### src/rtl/lcd_timing_pattern_gen.sv
// Parametrised LCD timing generator with registered HSYNC/VSYNC/DE and a
// frame-latched, horizontally scrollable test-pattern source.
module lcd_timing_pattern_gen #(
   parameter int H_SYNC   = 1,
   parameter int H_BP     = 182,
   parameter int H_ACTIVE = 800,
   parameter int H_FP     = 210,
   parameter int V_SYNC   = 5,
   parameter int V_BP     = 0,
   parameter int V_ACTIVE = 480,
   parameter int V_FP     = 45,
   parameter int HS_POL   = 0,
   parameter int VS_POL   = 0,
   parameter int CNT_W    = 12,
   parameter int CHK_LOG2 = 5
) (
   input  logic             PixelClk,
   input  logic             RST,
   input  logic [1:0]       Mode,
   input  logic             ScrollEn,
   input  logic [15:0]      SolidRGB,
   output logic             LCD_DE,
   output logic             LCD_HSYNC,
   output logic             LCD_VSYNC,
   output logic [4:0]       LCD_R,
   output logic [5:0]       LCD_G,
   output logic [4:0]       LCD_B,
   output logic [CNT_W-1:0] PixelX,
   output logic [CNT_W-1:0] PixelY,
   output logic             FrameStart
);

   localparam int H_TOTAL = H_SYNC + H_BP + H_ACTIVE + H_FP;
   localparam int V_TOTAL = V_SYNC + V_BP + V_ACTIVE + V_FP;
   localparam int BAR_W   = H_ACTIVE / 8;

   localparam logic [CNT_W-1:0] H_LAST    = CNT_W'(H_TOTAL - 1);
   localparam logic [CNT_W-1:0] V_LAST    = CNT_W'(V_TOTAL - 1);
   localparam logic [CNT_W-1:0] H_SYNC_C  = CNT_W'(H_SYNC);
   localparam logic [CNT_W-1:0] V_SYNC_C  = CNT_W'(V_SYNC);
   localparam logic [CNT_W-1:0] H_START_C = CNT_W'(H_SYNC + H_BP);
   localparam logic [CNT_W-1:0] V_START_C = CNT_W'(V_SYNC + V_BP);
   localparam logic [CNT_W-1:0] H_END_C   = CNT_W'(H_SYNC + H_BP + H_ACTIVE);
   localparam logic [CNT_W-1:0] V_END_C   = CNT_W'(V_SYNC + V_BP + V_ACTIVE);
   localparam logic [CNT_W-1:0] H_ACT_C   = CNT_W'(H_ACTIVE);
   localparam logic [CNT_W-1:0] OFF_LAST  = CNT_W'(H_ACTIVE - 1);
   localparam logic             HS_ACT    = 1'(HS_POL);
   localparam logic             VS_ACT    = 1'(VS_POL);

   typedef enum logic [1:0] {
      MODE_BARS  = 2'd0,
      MODE_GRAD  = 2'd1,
      MODE_CHECK = 2'd2,
      MODE_SOLID = 2'd3
   } mode_e;

   logic [CNT_W-1:0] hcnt_q, hcnt_d, vcnt_q, vcnt_d, off_q, off_d;
   mode_e            mode_q, mode_d;
   logic             scroll_en_q, scroll_en_d;
   logic [15:0]      solid_q, solid_d;

   logic             de_q, de_d, hs_q, hs_d, vs_q, vs_d, fs_q, fs_d;
   logic [15:0]      rgb_q, rgb_d;
   logic [CNT_W-1:0] px_q, px_d, py_q, py_d;

   logic             h_wrap, frame_start, hsync, vsync, h_act, v_act;
   logic [CNT_W-1:0] x, y, xs, off_room;
   logic [2:0]       bar_idx;
   logic [2:0]       bar_rgb;
   logic [15:0]      pix;

   // Raster counters plus the per-frame snapshot of the pattern controls;
   // scroll advances using the enable captured for the frame now ending.
   always_comb begin
      h_wrap      = (hcnt_q == H_LAST);
      frame_start = (hcnt_q == '0) && (vcnt_q == '0);
      hcnt_d      = h_wrap ? '0 : hcnt_q + 1'b1;
      vcnt_d      = vcnt_q;
      if (h_wrap) begin
         vcnt_d = (vcnt_q == V_LAST) ? '0 : vcnt_q + 1'b1;
      end
      mode_d      = mode_q;
      scroll_en_d = scroll_en_q;
      solid_d     = solid_q;
      off_d       = off_q;
      if (frame_start) begin
         mode_d      = mode_e'(Mode);
         scroll_en_d = ScrollEn;
         solid_d     = SolidRGB;
         if (scroll_en_q) begin
            off_d = (off_q == OFF_LAST) ? '0 : off_q + 1'b1;
         end
      end
   end

   // Timing decode and pattern generation for the current counter position.
   always_comb begin
      hsync    = (hcnt_q < H_SYNC_C);
      vsync    = (vcnt_q < V_SYNC_C);
      h_act    = (hcnt_q >= H_START_C) && (hcnt_q < H_END_C);
      v_act    = (vcnt_q >= V_START_C) && (vcnt_q < V_END_C);
      x        = hcnt_q - H_START_C;
      y        = vcnt_q - V_START_C;
      // Both x and off are below H_ACTIVE, so one conditional subtract wraps.
      off_room = H_ACT_C - off_q;
      xs       = (x >= off_room) ? (x - off_room) : (x + off_q);

      bar_idx = 3'd0;
      for (int i = 1; i < 8; i++) begin
         if (xs >= CNT_W'(i * BAR_W)) begin
            bar_idx = 3'(i);
         end
      end
      case (bar_idx)
         3'd0:    bar_rgb = 3'b111;
         3'd1:    bar_rgb = 3'b110;
         3'd2:    bar_rgb = 3'b011;
         3'd3:    bar_rgb = 3'b010;
         3'd4:    bar_rgb = 3'b101;
         3'd5:    bar_rgb = 3'b100;
         3'd6:    bar_rgb = 3'b001;
         default: bar_rgb = 3'b000;
      endcase

      pix = '0;
      case (mode_q)
         MODE_BARS:  pix = {{5{bar_rgb[2]}}, {6{bar_rgb[1]}}, {5{bar_rgb[0]}}};
         MODE_GRAD:  pix = {xs[7:3], y[7:2], 5'((xs[7:0] + y[7:0]) >> 3)};
         MODE_CHECK: pix = (xs[CHK_LOG2] ^ y[CHK_LOG2]) ? 16'hFFFF : 16'h0000;
         MODE_SOLID: pix = solid_q;
         default:    pix = '0;
      endcase

      de_d  = h_act & v_act;
      hs_d  = ~(hsync ^ HS_ACT);
      vs_d  = ~(vsync ^ VS_ACT);
      fs_d  = frame_start;
      rgb_d = de_d ? pix : '0;
      px_d  = de_d ? x : '0;
      py_d  = de_d ? y : '0;
   end

   always_ff @(posedge PixelClk) begin
      if (RST) begin
         hcnt_q      <= '0;
         vcnt_q      <= '0;
         off_q       <= '0;
         mode_q      <= MODE_BARS;
         scroll_en_q <= 1'b0;
         solid_q     <= '0;
         de_q        <= 1'b0;
         hs_q        <= ~HS_ACT;
         vs_q        <= ~VS_ACT;
         fs_q        <= 1'b0;
         rgb_q       <= '0;
         px_q        <= '0;
         py_q        <= '0;
      end else begin
         hcnt_q      <= hcnt_d;
         vcnt_q      <= vcnt_d;
         off_q       <= off_d;
         mode_q      <= mode_d;
         scroll_en_q <= scroll_en_d;
         solid_q     <= solid_d;
         de_q        <= de_d;
         hs_q        <= hs_d;
         vs_q        <= vs_d;
         fs_q        <= fs_d;
         rgb_q       <= rgb_d;
         px_q        <= px_d;
         py_q        <= py_d;
      end
   end

   assign LCD_DE     = de_q;
   assign LCD_HSYNC  = hs_q;
   assign LCD_VSYNC  = vs_q;
   assign LCD_R      = rgb_q[15:11];
   assign LCD_G      = rgb_q[10:5];
   assign LCD_B      = rgb_q[4:0];
   assign PixelX     = px_q;
   assign PixelY     = py_q;
   assign FrameStart = fs_q;

endmodule

### config.mk
export PLATFORM = sky130hd
export DESIGN_NAME = lcd_timing_pattern_gen
export DESIGN_NICKNAME = d
export VERILOG_FILES = /design/src/rtl/lcd_timing_pattern_gen.sv
export SDC_FILE = /design/constraint.sdc
export NUM_CORES = 1
export LEC_CHECK = 0
export CAP_MARGIN = 15
export CORE_MARGIN = 2
export CORE_UTILIZATION = 62
export DETAILED_ROUTE_END_ITERATION = 8
export PLACE_DENSITY = 0.86
export SLEW_MARGIN = 20
export SYNTH_ARGS = -nofsm -noshare
export SYNTH_HDL_FRONTEND = slang
export SYNTH_SLANG_ARGS = --single-unit
### constraint.sdc
create_clock -name PixelClk -period 14.75 [get_ports PixelClk]
set_input_delay 2.2125 -clock PixelClk [delete_from_list [all_inputs] [get_ports PixelClk]]
set_output_delay 2.2125 -clock PixelClk [all_outputs]
set_load 0.005 [all_outputs]
==> flow_metrics.env <==
export IMPL_hold_start="solid_q[1]$_SDFFE_PP0P_"
export IMPL_hold_path_class="flip-flop to flip-flop"
export IMPL_report_final_hold_viol_count=0
export IMPL_period_minus_slack_ns=5.82
export IMPL_finalCritPeriodShare=0.395
export IMPL_fp_row_count=37
export IMPL_clkSlewWorstSetupHoldPaths_ns=0.10
export IMPL_worst_pin_slew_ns=0.887
export IMPL_postLayoutSetupSlackWorst_ns=8.93
export IMPL_wl_per_cell_um=17.6
export IMPL_cts_buffers_inserted=9
export IMPL_postRouteAntennaNets=0
export IMPL_critical_path_startpoint="hcnt_q[0]$_SDFF_PP0_"
export IMPL_drt_iter0_drc=527
export IMPL_fin_nets=926
export IMPL_worst_skew_pair_late_latency_ns=0.38
export IMPL_met3RoutedLength_um=1260
export IMPL_number_of_setup_buffers_added_after_cts=0
export IMPL_critPathMaxFanout=13
export IMPL_ff2ff_setup_slack_ns=8.93
export IMPL_synth_async_sr_flop_share=0
export IMPL_worst_path_required_ns=15.05
export IMPL_dpl_hpwl_um=13800
export IMPL_tritoncts="yes"
export IMPL_cts_repair_resize_count=0
export IMPL_clk_root_buffer_cell="sky130_fd_sc_hd__clkbuf_8"
export IMPL_synth_fp_nets=881
export IMPL_power_density_nw_per_um2=76.3
export IMPL_total_power_after_layout_uw=561
export IMPL_grtUsageTotal=0.326
export IMPL_global_route_wire_length_before_repair_um=29400
export IMPL_grt_setup_unrepaired="no"
export IMPL_timing_fmax_mhz=172
export IMPL_wl_um=17800
export IMPL_area_growth_syn_to_layout_pct=13.6
export IMPL_floorplan_initialDensity=0.633
export IMPL_worstSetupStartpointType="flip-flop"
export IMPL_yosysWarningCount=0
export IMPL_report_final_setup_viol=0
export IMPL_switching_share=0.309
export IMPL_crit_type="flip-flop to flip-flop"
export IMPL_detailroute_via_count=6257
export IMPL_m1WireLength_um=7890
export IMPL_die_y_um=106
export IMPL_netSwitchingPower_uw=173
export IMPL_critPathCaptureType="flip-flop"
export IMPL_finalMaxSlewViolations=0
export IMPL_antenna_found_initial=0
export IMPL_fillerInstances=796
export IMPL_clkSinkCount=99
export IMPL_synth_seq_cells=99
export IMPL_post_drt_via_cell_ratio=6.20
export IMPL_placeableCoreArea_um2=10200
export IMPL_timing_max_slew_rel_slack=0.407
export IMPL_finalClockSkew_ns=0.0137
export IMPL_top_level_ports=65
export IMPL_post_route_cells_drive_above_1_share=0.0446
export IMPL_total_leakage_power_nw=2.88
export IMPL_internal_power_uw=388
export IMPL_drv_cap=0
export IMPL_post_place_ws_ns=9.06
export IMPL_seq_power_share=0.503
export IMPL_post_synthesis_cell_type_count=80
export IMPL_routabilityCongestion=0.995
export IMPL_synthesis_instances=824
export IMPL_synth_enable_flop_cells=0
export IMPL_r2r_start="hcnt_q[0]$_SDFF_PP0_"
export IMPL_routed_top_layer="met4"
export IMPL_firstDrtPassIters=5
export IMPL_cts_hold_buf=0
export IMPL_synthesis_area_per_instance_um2=7.86
export IMPL_wl_met2_um=8220
export IMPL_yosysSeqAreaShare=0.306
export IMPL_result_of_the_run="completed"
export IMPL_synth_ff_type="sky130_fd_sc_hd__dfxtp_1"
export IMPL_clock_power_share=0.300
export IMPL_grt_pass1_vias=5866
export IMPL_grt_overflow=0
export IMPL_count_of_port_buffers_added_during_placement=64
export IMPL_drc_errors=0
export IMPL_floorplan_die_area_um2=11300
export IMPL_setup_tns_final_ns=0
export IMPL_cts_max_level=3
export IMPL_num_antenna_cells=0
export IMPL_cts_path_max_buffers=2
export IMPL_post_synth_instance_area_um2=6480
export IMPL_share_comb_of_total_power=0.197
export IMPL_die_width_um=106
export IMPL_worst_ep_arrival_time_ns=6.12
export IMPL_ir_worst_vdd_mv=0.101
export IMPL_grt_start_max_net_pins=31
[cells by family (layout without fill, tap and decap cells)]
family / after synthesis / in the layout / synth area share
compound gates: 193 / 193 / 0.201
flops: 99 / 99 / 0.306
mux: 10 / 10 / 0.0164
xor+xnor: 78 / 78 / 0.109
fa+ha+maj: 38 / 38 / 0.0750
buf+inv: 67 / 117 / 0.0421
simple gates: 338 / 338 / 0.250
other cells: 1 / 1 / 0.000579
[worst max-delay path, stage by stage (launching register included)]
cell and delay (ns):
sky130_fd_sc_hd__dfxtp_1 0.39, sky130_fd_sc_hd__ha_1 0.29, sky130_fd_sc_hd__a21oi_1 0.42, sky130_fd_sc_hd__xnor2_1 0.23
sky130_fd_sc_hd__ha_1 0.41, sky130_fd_sc_hd__a21o_1 0.20, sky130_fd_sc_hd__a21oi_1 0.24, sky130_fd_sc_hd__o21ai_0 0.16
sky130_fd_sc_hd__o211a_1 0.25, sky130_fd_sc_hd__o211a_1 0.25, sky130_fd_sc_hd__o41a_1 0.64, sky130_fd_sc_hd__mux2i_1 0.27
sky130_fd_sc_hd__ha_1 0.26, sky130_fd_sc_hd__a31oi_1 0.19, sky130_fd_sc_hd__o21bai_1 0.12, sky130_fd_sc_hd__a21o_1 0.21
sky130_fd_sc_hd__a21o_1 0.21, sky130_fd_sc_hd__a21o_1 0.20, sky130_fd_sc_hd__a21oi_1 0.17, sky130_fd_sc_hd__xnor2_1 0.16
sky130_fd_sc_hd__xnor2_1 0.14, sky130_fd_sc_hd__a31oi_1 0.09, sky130_fd_sc_hd__o21ai_0 0.20
[cell usage after synthesis, types with 5 or more instances]
cell | count | share of area
sky130_fd_sc_hd__o211a_1 | 5 | 0.0077
sky130_fd_sc_hd__o21ai_0 | 37 | 0.029
sky130_fd_sc_hd__nor2_1 | 86 | 0.050
sky130_fd_sc_hd__nor4b_1 | 5 | 0.0068
sky130_fd_sc_hd__mux2i_1 | 5 | 0.0077
sky130_fd_sc_hd__and2_1 | 10 | 0.0097
sky130_fd_sc_hd__a21oi_1 | 58 | 0.045
sky130_fd_sc_hd__a211oi_1 | 8 | 0.0093
sky130_fd_sc_hd__inv_1 | 33 | 0.019
sky130_fd_sc_hd__buf_2 | 8 | 0.0062
sky130_fd_sc_hd__xnor2_1 | 42 | 0.057
sky130_fd_sc_hd__nand3_1 | 27 | 0.021
sky130_fd_sc_hd__a31oi_1 | 16 | 0.015
sky130_fd_sc_hd__clkbuf_1 | 22 | 0.013
sky130_fd_sc_hd__dfxtp_1 | 99 | 0.31
sky130_fd_sc_hd__xor2_1 | 34 | 0.046
sky130_fd_sc_hd__ha_1 | 34 | 0.066
sky130_fd_sc_hd__o21a_1 | 7 | 0.0081
sky130_fd_sc_hd__a21o_1 | 12 | 0.014
sky130_fd_sc_hd__nand2_1 | 110 | 0.064
sky130_fd_sc_hd__o211ai_1 | 7 | 0.0081
sky130_fd_sc_hd__nand4_1 | 14 | 0.014
sky130_fd_sc_hd__nor3_1 | 25 | 0.019
sky130_fd_sc_hd__nor2b_1 | 7 | 0.0068
sky130_fd_sc_hd__or3_1 | 8 | 0.0077
sky130_fd_sc_hd__nor4_1 | 9 | 0.0087
sky130_fd_sc_hd__nand2b_1 | 7 | 0.0068
sky130_fd_sc_hd__and3_1 | 8 | 0.0077
[power groups by stage]
stage	clock network (mW)	registers, mW	logic [mW]
floorplan	0	0.285	0.0806
global placement	0	0.288	0.105
detailed placement	0	0.288	0.107
CTS	0.170	0.282	0.109
global route	0.182	0.283	0.122
finish	0.169	0.282	0.111
[state kept, by name (all words and copies together) (netlist names)]
signal       count
mode_q           2
rgb_q           16
hcnt_q          12
FrameStart       1
PixelY          12
PixelX          12
vcnt_q          12
solid_q         16
scroll_en_q      1
LCD_VSYNC        1
off_q           12
LCD_HSYNC        1
LCD_DE           1
[cells in the final DEF, fill, tap and decap left out, drive strengths merged, types with 8 or more instances in the layout]
| cell type | synthesis | final |
|---|---|---|
| xnor2 | 43 | 43 |
| a31oi | 16 | 16 |
| and3 | 9 | 9 |
| inv | 33 | 35 |
| nand4 | 14 | 14 |
| clkbuf | 22 | 11 |
| and2 | 10 | 10 |
| or3 | 8 | 8 |
| nand2b | 8 | 8 |
| nor3 | 25 | 25 |
| ha | 34 | 34 |
| clkdlybuf4s50 | 0 | 64 |
| dfxtp | 99 | 99 |
| xor2 | 34 | 34 |
| nand3 | 27 | 27 |
| nor2 | 86 | 86 |
| a21oi | 58 | 58 |
| o21ai | 39 | 39 |
| nand2 | 110 | 110 |
| nor4 | 9 | 9 |
| a211oi | 9 | 9 |
| a21o | 12 | 12 |
[stage by stage]
stage | instances | utilization | area [um2] | hold WS (ns)
6_report | 1010 | 0.719 | 7360 | 0.463
5_1_grt | 1010 | 0.719 | 7360 | 0.490
4_1_cts | 1010 | 0.719 | 7360 | 0.461
3_5_place_dp | 994 | 0.701 | 7170 | 0.447
3_3_place_gp | 994 | 0.701 | 7170 | 0.440
2_1_floorplan | 824 | - | 6480 | 0.429
[path summary, 6_finish.rpt]
| kind | endpoint | cells after the start |
|---|---|---|
| max reg2reg | rgb_q[4]$_SDFF_PP0_ | 22 |
| min | solid_q[1]$_SDFFE_PP0P_ | 2 |
| min reg2reg | solid_q[1]$_SDFFE_PP0P_ | 2 |
| max | rgb_q[4]$_SDFF_PP0_ | 22 |
[per-layer routing]
layer | vias to the layer above | global-route usage
li1 | 3007 | -
met1 | 2938 | 0.446
met2 | 282 | 0.529
met3 | 30 | 0.0527
met4 | 0 | 0.102
met5 | - | 0
[cell type report]
class | count | area [um2] | area share
clock buffers | 11 | 141 | 0.0192
flip-flops and latches | 99 | 1980 | 0.269
repair buffers | 68 | 671 | 0.0912
multi-input cells | 658 | 4220 | 0.574
well taps | 136 | 170 | 0.0231
clock inverters | 5 | 46.3 | 0.00629
inverters | 33 | 124 | 0.0168
Power figures use the tool's default switching activity.
